File: src/rtl/mdr_burst.sv
// Memory data register: moves DATA_W words to/from a MEM_W-wide DRAM port as req/ack beats.
// Define MDR_SIGN_EXT_EN to sign-extend byte-mode reads (default: zero-extend).
module mdr_burst #(
    parameter int DATA_W = 32,
    parameter int MEM_W  = 8,
    localparam int BEATS  = DATA_W / MEM_W,
    localparam int BEAT_W = (BEATS > 1) ? $clog2(BEATS) : 1
) (
    input  logic              clk,
    input  logic              rst,
    input  logic              w_en,
    input  logic              read_en,
    input  logic              write_en,
    input  logic              word_mode,
    input  logic [DATA_W-1:0] data_in,
    output logic [DATA_W-1:0] data_out,
    output logic              busy,
    output logic              done,
    output logic              mem_rd_req,
    output logic              mem_wr_req,
    output logic [BEAT_W-1:0] mem_beat,
    output logic [MEM_W-1:0]  mem_wdata,
    input  logic [MEM_W-1:0]  mem_rdata,
    input  logic              mem_ack
);

    if (DATA_W % MEM_W != 0) begin : g_width_check
        $error("mdr_burst: DATA_W (%0d) must be a multiple of MEM_W (%0d)", DATA_W, MEM_W);
    end

    typedef enum logic [1:0] {IDLE, READ, WRITE, DONE} state_t;

    state_t state, state_n;

    logic [BEATS-1:0][MEM_W-1:0] shadow, shadow_n;
    logic [BEATS-1:0][MEM_W-1:0] asm_q, asm_n;
    logic                        word_q, word_n;
    logic [DATA_W-1:0]           data_out_n;
    logic                        busy_n, done_n, rd_req_n, wr_req_n;
    logic [BEAT_W-1:0]           beat_n, beat_inc;
    logic [MEM_W-1:0]            wdata_n;
    logic                        is_last;
    logic [DATA_W-1:0]           byte_ext;

    always_ff @(posedge clk or posedge rst) begin
        if (rst) begin
            state      <= IDLE;
            data_out   <= '0;
            busy       <= 1'b0;
            done       <= 1'b0;
            mem_rd_req <= 1'b0;
            mem_wr_req <= 1'b0;
            mem_beat   <= '0;
            mem_wdata  <= '0;
            shadow     <= '0;
            asm_q      <= '0;
            word_q     <= 1'b0;
        end else begin
            state      <= state_n;
            data_out   <= data_out_n;
            busy       <= busy_n;
            done       <= done_n;
            mem_rd_req <= rd_req_n;
            mem_wr_req <= wr_req_n;
            mem_beat   <= beat_n;
            mem_wdata  <= wdata_n;
            shadow     <= shadow_n;
            asm_q      <= asm_n;
            word_q     <= word_n;
        end
    end

    always_comb begin
        state_n    = state;
        data_out_n = data_out;
        busy_n     = busy;
        done_n     = 1'b0;
        rd_req_n   = mem_rd_req;
        wr_req_n   = mem_wr_req;
        beat_n     = mem_beat;
        wdata_n    = mem_wdata;
        shadow_n   = shadow;
        asm_n      = asm_q;
        word_n     = word_q;
        beat_inc   = mem_beat + BEAT_W'(1);
        is_last    = (mem_beat == (word_q ? BEAT_W'(BEATS - 1) : '0));

`ifdef MDR_SIGN_EXT_EN
        byte_ext = {DATA_W{mem_rdata[MEM_W-1]}};
`else
        byte_ext = '0;
`endif
        byte_ext[MEM_W-1:0] = mem_rdata;

        case (state)
            IDLE: begin
                if (read_en) begin
                    state_n  = READ;
                    busy_n   = 1'b1;
                    rd_req_n = 1'b1;
                    beat_n   = '0;
                    word_n   = word_mode;
                end else if (write_en) begin
                    state_n  = WRITE;
                    busy_n   = 1'b1;
                    wr_req_n = 1'b1;
                    beat_n   = '0;
                    word_n   = word_mode;
                    shadow_n = data_in;
                    wdata_n  = data_in[MEM_W-1:0];
                end else if (w_en) begin
                    data_out_n = data_in;
                end
            end
            READ: begin
                if (mem_ack) begin
                    asm_n[mem_beat] = mem_rdata;
                    if (is_last) begin
                        // asm_n already holds the final beat, so word data lands in one edge
                        rd_req_n   = 1'b0;
                        busy_n     = 1'b0;
                        done_n     = 1'b1;
                        state_n    = DONE;
                        data_out_n = word_q ? DATA_W'(asm_n) : byte_ext;
                    end else begin
                        beat_n = beat_inc;
                    end
                end
            end
            WRITE: begin
                if (mem_ack) begin
                    if (is_last) begin
                        wr_req_n = 1'b0;
                        busy_n   = 1'b0;
                        done_n   = 1'b1;
                        state_n  = DONE;
                    end else begin
                        beat_n  = beat_inc;
                        wdata_n = shadow[beat_inc];
                    end
                end
            end
            DONE: begin
                state_n = IDLE;
                beat_n  = '0;
            end
            default: state_n = IDLE;
        endcase
    end

endmodule
File: config.mk
export PLATFORM = sky130hd
export DESIGN_NAME = mdr_burst
export DESIGN_NICKNAME = d
export VERILOG_FILES = /design/src/rtl/mdr_burst.sv
export SDC_FILE = /design/constraint.sdc
export NUM_CORES = 1
export LEC_CHECK = 0
export ABC_AREA = 1
export CAP_MARGIN = 20
export CORE_ASPECT_RATIO = 2
export CORE_MARGIN = 2
export CORE_UTILIZATION = 54
export DETAILED_ROUTE_END_ITERATION = 7
export GPL_TIMING_DRIVEN = 0
export PLACE_DENSITY_LB_ADDON = 0.2
export SETUP_SLACK_MARGIN = 0.05
export SKIP_CTS_REPAIR_TIMING = 1
export SYNTH_ARGS = -nofsm -noshare
export SYNTH_HDL_FRONTEND = slang
export SYNTH_SLANG_ARGS = --single-unit
File: constraint.sdc
create_clock -name clk -period 4.9 [get_ports clk]
set_clock_uncertainty 0.15 [all_clocks]
set_input_delay 0.98 -clock clk [delete_from_list [all_inputs] [get_ports clk]]
set_output_delay 0.98 -clock clk [all_outputs]
set_load 0.05 [all_outputs]
# Word-level counts from Yosys, hierarchy flattened
# Cells that the tools add are included.
# totals
ff_bits	113
word_cells	99
out_inout_bits	46
# op_classes
eq_ne	18
add_sub_neg	1
mux	42
n_bitwise	1
n_lt_le_gt_ge	3
n_reduce_logical	17
# op_table
operator	n
$mux 32	6
$pmux 32 s2	1
$mux 8	6
$bwmux 32	1
$ne 2x2->1 const B	11
$mux 2	9
$bmux 8 s2	1
$demux 8 s2	1
$pmux 8 s2	1
$pmux 2 s3	2
$mux 1	11
$reduce_and 5->1	2
$reduce_and 3->1	3
$reduce_and 4->1	2
$reduce_bool 2->1	4
$lt 2x3->1 const B	2
$pmux 1 s2	3
$reduce_and 6->1	1
$eq 2x2->1 const B	2
$ne 2x1->1 const B	2
$reduce_and 2->1	2
$ne 3x3->1 const B	1
$add 2x1->2 const B	1
$eq 2x1->1 const B	1
6 further kinds	6

# Longest topological paths before layout
# Gate-level depths: netlist of run 1.
# logic_depth
depth_word	9
ltp_mapped	12
ltp_nobuf	9

# Worst setup path after synthesis of run 1
# OpenSTA, ideal clock, no wires.
# synth_path
kind	register to register
start	reg mem_beat[0]
end	reg mem_wdata[0]
stages_incl_launch_ff	12
setup_slack_ns	2.536
setup_ns	0.066
n_path_buf	3
arrival_ns	2.148
required_time_ns	4.684
cell_sequence	dfrtp_1 > buf_4 > inv_2 > buf_2 > ha_1 > clkbuf_1 > inv_1 > nand3_1 > nand3_1 > nand2_1 > nand2_1 > nand2_1
# synth_between
elab_chain_cells	6
word_cells_on_any_way	9
classes_between	add/sub (1); eq/ne (2); mux (5); reduce/logical (1)
# synth_rtl
item	line_no	source
start: declaration	21	output logic [BEAT_W-1:0] mem_beat,
start signal: assignment	65	mem_beat <= beat_n;
$add 2x1->2	85	beat_inc = mem_beat + BEAT_W'(1);
$bmux 8 s2	139	wdata_n = shadow[beat_inc];
$mux 8 (implied by the code)	139	
$mux 8	132	if (is_last) begin
$mux 8	131	if (mem_ack) begin
$pmux 8 s2	95	case (state)
end signal: assignment	66	mem_wdata <= wdata_n;
end: declaration	22	output logic [MEM_W-1:0] mem_wdata,
# Parallel ways exist; a longest one is shown, timed or not. The select of a mux whose other input is x is not followed.
# A chain may end at the register's enable or synchronous reset.

# Worst setup path in the final report of run 1
# layout_path
start	reg mem_beat[1]
end	out mem_beat[1]
# No word-level cell between the ends.

==> results_dict.tcl, run 1 <==
set metrics [dict create \
    yosys.area.top_type_share 0.4929 \
    worstSkewPairLatency_ps 420 \
    grt_first_pass_wirelength_um 27120 \
    hpwl_um 12640 \
    synth_most_common_cell "nand2_1" \
    cpLargestDelayFamily "buffers and inverters" \
    syn_nets 795 \
    hold_class "flop to flop" \
    grt_pass1_vias 5472 \
    detail_route.iter0.violations 462 \
    multi_input_area_um2 2570 \
    setup_viol 0 \
    power_density_nw_per_um2 771.6 \
    min_from "data_out[23]" \
    fp.coreArea_um2 10410 \
    r2r_slack_ps 2330 \
    diodes 0 \
    cp-startpoint "mem_beat[1]" \
    crit_required_ps 3770 \
    cts_root_buffer "clkbuf_16" \
    syn-instance-count 739 \
    core.rowCount 53 \
    path_class "flop to primary output" \
    critical-path-slowest-cell "clkdlybuf4s50_1" \
    synthTopCellsByCount "nand2_1 (326), dfrtp_1 (113), nand3_1 (70), o21ai_0 (54), inv_1 (37)" \
    overflow 0 \
    finalCritPeriodShare 0.5955 \
    hold_end "data_out[23]" \
    via_per_inst 5.398 \
    worstReg2RegEnd "data_out[0]" \
    portBuffers 92 \
    setup_slack_ps 1982 \
    r2r_start "mem_beat[0]" \
    grt_start_max_net_pins 66 \
    worst_slew_pin_slew_ps 616.5 \
    first_pass_iters 5 \
    ios 93 \
    path_clk_slew_ps 50 \
    drc 0 \
    whs_ps 323.5 \
    start_util 0.5510 \
    antenna_found_initial 0 \
    die_h_um 149.8 \
    synth-main-ff-cell "dfrtp_1" \
    via_count 5403 \
    synth_seq_cells 113 \
    max_slew_margin 0.5890 \
    yosysTopAreaCell "dfrtp_1" \
    crit_arrival_ps 1790 \
    synth_area_per_cell_um2 7.763 \
    clockBufferDepth 2 \
    tritoncts "done" \
    pre_cts_slack_ps 2156 \
    leakagePower_nw 3.661 \
    die_area_um2 11510 \
    die_w_um 76.88 \
    yosysWarningCount 0 \
    seq_area_um2 2828 \
    track_usage 0.3080 \
    power.total_mw 5.785 \
    fmax_ghz 0.3427 \
    ir_worst_vdd_uv 579.7 \
    routed_wl_um 16810 \
    worst_path_largest_cell_delay_ps 870 \
    min_path_cells 2 \
    cp-end-kind "primary output" \
    crit_buf_inv 1 \
    fillCellCount 843 \
    crit_cells 1 \
    wire_per_inst_um 16.80 \
    drive_gt1_frac 0.09375 \
    synth-edff-count 0 \
    syn_to_final_growth_pct 30.69 \
    htree_levels 4 \
    ant_nets 0 \
    async_flop_share 1.000 \
    syn_area_um2 5737 \
    yosysUniqueCellTypes 21 \
    finalWeightedCongestion 0.8640 \
    final_hold_viol_count 0 \
    cp_max_fo 7 \
    critPathLaunchType "flop" \
    cts_sinks 113 \
    crit_chain "clkdlybuf4s50_1" \
    reg2regPathDepth 12 \
    drv_slew 0 \
    finalNetCount 907 \
    numCtsBuffers 17 \
    rsz0062_at_grt "false" \
    cap_viol_max_count 0 \
    status "finished clean" \
    fin_crit_ps 2918 \
    yosysSeqAreaShare 0.4929 \
    synth_area_leaders "dfrtp_1 (49%), nand2_1 (21%), nand3_1 (6.1%)" \
]
[power by group]
group / total [mW] / internal (mW) / leakage (nW) / switching (mW)
sequential: 1.62 / 1.38 / 1.40 / 0.236
combinational: 2.83 / 0.927 / 1.95 / 1.91
clock: 1.33 / 0.880 / 0.311 / 0.454
total: 5.78 / 3.19 / 3.66 / 2.60
[through the flow]
step           TNS [ps]  std cells  area (um2)  utilization
2_1_floorplan         0        739        5737            -
3_3_place_gp     -84760        968        6829       0.6559
3_5_place_dp          0        969        6859       0.6588
4_1_cts               0       1001        7497       0.7201
5_1_grt               0       1001        7497       0.7201
6_report              0       1001        7497       0.7201
[routing by layer]
layer / wire, um / track usage / up-vias
met3: 813 / 0.05609 / 60
met2: 8802 / 0.5500 / 199
met5: 0 / 0 / -
li1: - / - / 2581
met1: 6148 / 0.3328 / 2563
met4: 1050 / 0.1918 / 0
[layout make-up]
class / count / share of cell area
Sequential cell: 113 / 0.3772
Tap cell: 137 / 0.02286
Buffer: 36 / 0.02270
Clock inverter: 12 / 0.02420
Inverter: 45 / 0.02286
Timing Repair Buffer: 93 / 0.1265
Clock buffer: 20 / 0.06091
Multi-Input combinational cell: 545 / 0.3428
[cell families (layout without fill, tap and decap cells)]
| group | count (synthesis) | count (layout) | share of synthesized area |
|---|---|---|---|
| AND/OR/NAND/NOR | 436 | 436 | 0.3045 |
| flip-flops | 113 | 113 | 0.4929 |
| buffers and inverters | 81 | 206 | 0.05910 |
| AO/OA/AOI/OAI | 68 | 68 | 0.06107 |
| multiplexers | 32 | 32 | 0.06281 |
| adder cells (fa/ha/maj) | 9 | 9 | 0.01963 |
[sequential cells by signal (all words and copies together), names as in the netlist]
| register | count |
|---|---|
| asm_q | 32 |
| done | 1 |
| mem_wdata | 8 |
| mem_beat | 2 |
| mem_wr_req | 1 |
| state | 2 |
| shadow | 32 |
| data_out | 32 |
| mem_rd_req | 1 |
| word_q | 1 |
| busy | 1 |
[cell usage in the layout (no fill, tap or decap), drive strengths merged, types with 7 or more instances in the layout]
cell             n
a31oi            8
clkdlybuf4s50   92
buf             23
o21ai           56
mux2            32
inv             45
nor2            33
nand3           70
clkbuf          34
ha               9
clkinv           7
dfrtp          113
nand2          330
[worst reg2reg max path: cells and delay by family (launching register included)]
kind | cells | cell delay (ps)
flip-flops | 1 | 440
buffers and inverters | 5 | 1180
adder cells (fa/ha/maj) | 1 | 190
AND/OR/NAND/NOR | 6 | 520
[worst max path at each step]
stage / end / slack (ps)
2_1_floorplan: asm_q[0] / 780
3_5_place_dp: data_out[13] / 2160
3_3_place_gp: done / -760
5_1_grt: mem_beat[1] / 1960
6_report: mem_beat[1] / 1980
4_1_cts: mem_beat[1] / 2010
(Power assumes the default switching activity.)
==> run 2, diff against run 1 <==
==> constraint.sdc (replaced) <==
create_clock -name clk -period 2.7 [get_ports clk]
set_clock_uncertainty 0.15 [all_clocks]
set_input_delay 0.54 -clock clk [delete_from_list [all_inputs] [get_ports clk]]
set_output_delay 0.54 -clock clk [all_outputs]
set_load 0.05 [all_outputs]
==> run 2 against run 1 <==
Final area about the same. Critical path type unchanged. Worst setup slack worse by 1800 ps. Die area unchanged. Sequential power rose by 80%. Largest cell class unchanged. Routed wire length is 1.1% lower. Sequential share of layout area is essentially flat.
==> results_dict.tcl, run 2 (same netlist as run 1, synthesis figures left out) <==
set metrics [dict create \
    status "finished clean" \
    cts_sinks 113 \
    worstReg2RegEnd "data_out[16]" \
    crit_arrival_ps 1790 \
    r2r_slack_ps 240 \
    seq_area_um2 2828 \
    die_h_um 149.8 \
    path_class "flop to primary output" \
    core.rowCount 53 \
    final_hold_viol_count 0 \
    setup_slack_ps 221.3 \
    portBuffers 92 \
    crit_buf_inv 1 \
    numCtsBuffers 17 \
    htree_levels 4 \
    drv_slew 0 \
    layout_commonest_cell "nand2_1" \
    routed_wl_um 16640 \
    hold_end "data_out[13]" \
    syn_to_final_growth_pct 30.75 \
    worstSkewPairLatency_ps 410 \
    finalNetCount 906 \
    cts_root_buffer "clkbuf_16" \
    antenna_found_initial 0 \
    top_regs "asm_q (32), data_out (32), shadow (32)" \
    max_slew_margin 0.5864 \
    drive_gt1_frac 0.09513 \
    min_from "data_out[13]" \
    worst_path_largest_cell_delay_ps 870 \
    grtUsageMet1 0.3321 \
    via_count 5365 \
    wire_per_inst_um 16.65 \
    setup_viol 0 \
    most-common-layout-cells "nand2_1 (326), dfrtp_1 (113), clkdlybuf4s50_1 (92)" \
    cpLargestDelayFamily "buffers and inverters" \
    fillCellCount 837 \
    overflow 0 \
    grt_start_max_net_pins 45 \
    critPathLaunchType "flop" \
    crit_required_ps 2010 \
    finalSetupTns_ps 0 \
    r2r_start "mem_beat[0]" \
    crit_cells 1 \
    power_density_nw_per_um2 1396 \
    hold_class "flop to flop" \
    track_usage 0.3047 \
    cp_max_fo 7 \
    critical-path-slowest-cell "clkdlybuf4s50_1" \
    ant_nets 0 \
    die_area_um2 11510 \
    cap_viol_max_count 0 \
    reg2regPathDepth 11 \
    worst_slew_pin_slew_ps 619.0 \
    fp.coreArea_um2 10410 \
    fmax_ghz 0.4034 \
    grt-busiest-layer "met2" \
    ios 93 \
    crit_chain "clkdlybuf4s50_1" \
    cp-end-kind "primary output" \
    multi_input_area_um2 2570 \
    detail_route.iter0.violations 443 \
    die_w_um 76.88 \
    grt_first_pass_wirelength_um 26900 \
    start_util 0.5510 \
    use_met2 0.5364 \
    hpwl_um 12530 \
    ir_worst_vdd_uv 817.9 \
    first_pass_iters 5 \
    fin_crit_ps 2479 \
    drc 0 \
    via_per_inst 5.370 \
    finalCritPeriodShare 0.9180 \
    post-place-cells 970 \
    diodes 0 \
    tritoncts "done" \
    globalRouteMet3Util 0.05669 \
    grt_pass1_vias 5487 \
    path_clk_slew_ps 60 \
    finalWeightedCongestion 0.8849 \
    leakagePower_nw 3.640 \
    min_path_cells 2 \
    rsz0062_at_grt "false" \
    clockBufferDepth 2 \
    stdcell_count 999 \
    pre_cts_slack_ps 191.1 \
]
## run 2: cell count changes in the layout (fill, tap and decap cells not counted)
cell / delta
clkbuf_1: -3
clkinvlp_4: +6
buf_12: +2
clkinv_2: -2
inv_4: -1
clkinv_4: -3
buf_16: -1
## run 2: metrics by stage
stage,area (um2),power (mW),hold WS (ps),util
floorplan,5741,6.428,314.6,-
CTS,7508,10.48,320.8,0.7212
finish,7501,10.47,317.7,0.7205
global route,7501,11.10,339.2,0.7205
global placement,6833,7.855,303.8,0.6563
detailed placement,6873,8.026,307.5,0.6601
## run 2: worst min-delay path: stages (launching register included)
cell and delay [ps]:
dfrtp_1 340, nand2_1 50, nand2_1 50
## run 2: worst max-delay path by stage
stage,start,to,slack (ps)
6_report,mem_beat[1],mem_beat[1],220
5_1_grt,mem_beat[0],data_out[16],60
4_1_cts,mem_beat[0],mem_wdata[2],140
3_5_place_dp,mem_beat[0],data_out[4],190
3_3_place_gp,rst,mem_rd_req,-390
2_1_floorplan,mem_beat[0],mem_wdata[0],340
## run 2: area by class of cell
class                      instances  share of cell area
sequential                       113              0.3770
multi-input combinational        545              0.3426
timing repair buffer              94              0.1281
clock buffer                      19             0.06038
clock inverter                    12             0.02435
inverter                          45             0.02302
tap                              137             0.02285
buffer                            34             0.02168
## run 2: routing by layer
layer,share of wire,up-vias
met5,0,-
met1,0.37,2521
met4,0.058,0
li1,-,2572
met3,0.045,58
met2,0.53,214
## run 2: power breakdown
part | internal, mW | total [mW] | switching [mW] | leakage, nW
clock network | 1.59 | 2.41 | 0.820 | 0.290
logic | 1.69 | 5.14 | 3.46 | 1.95
registers | 2.51 | 2.92 | 0.418 | 1.40
total | 5.78 | 10.5 | 4.69 | 3.64
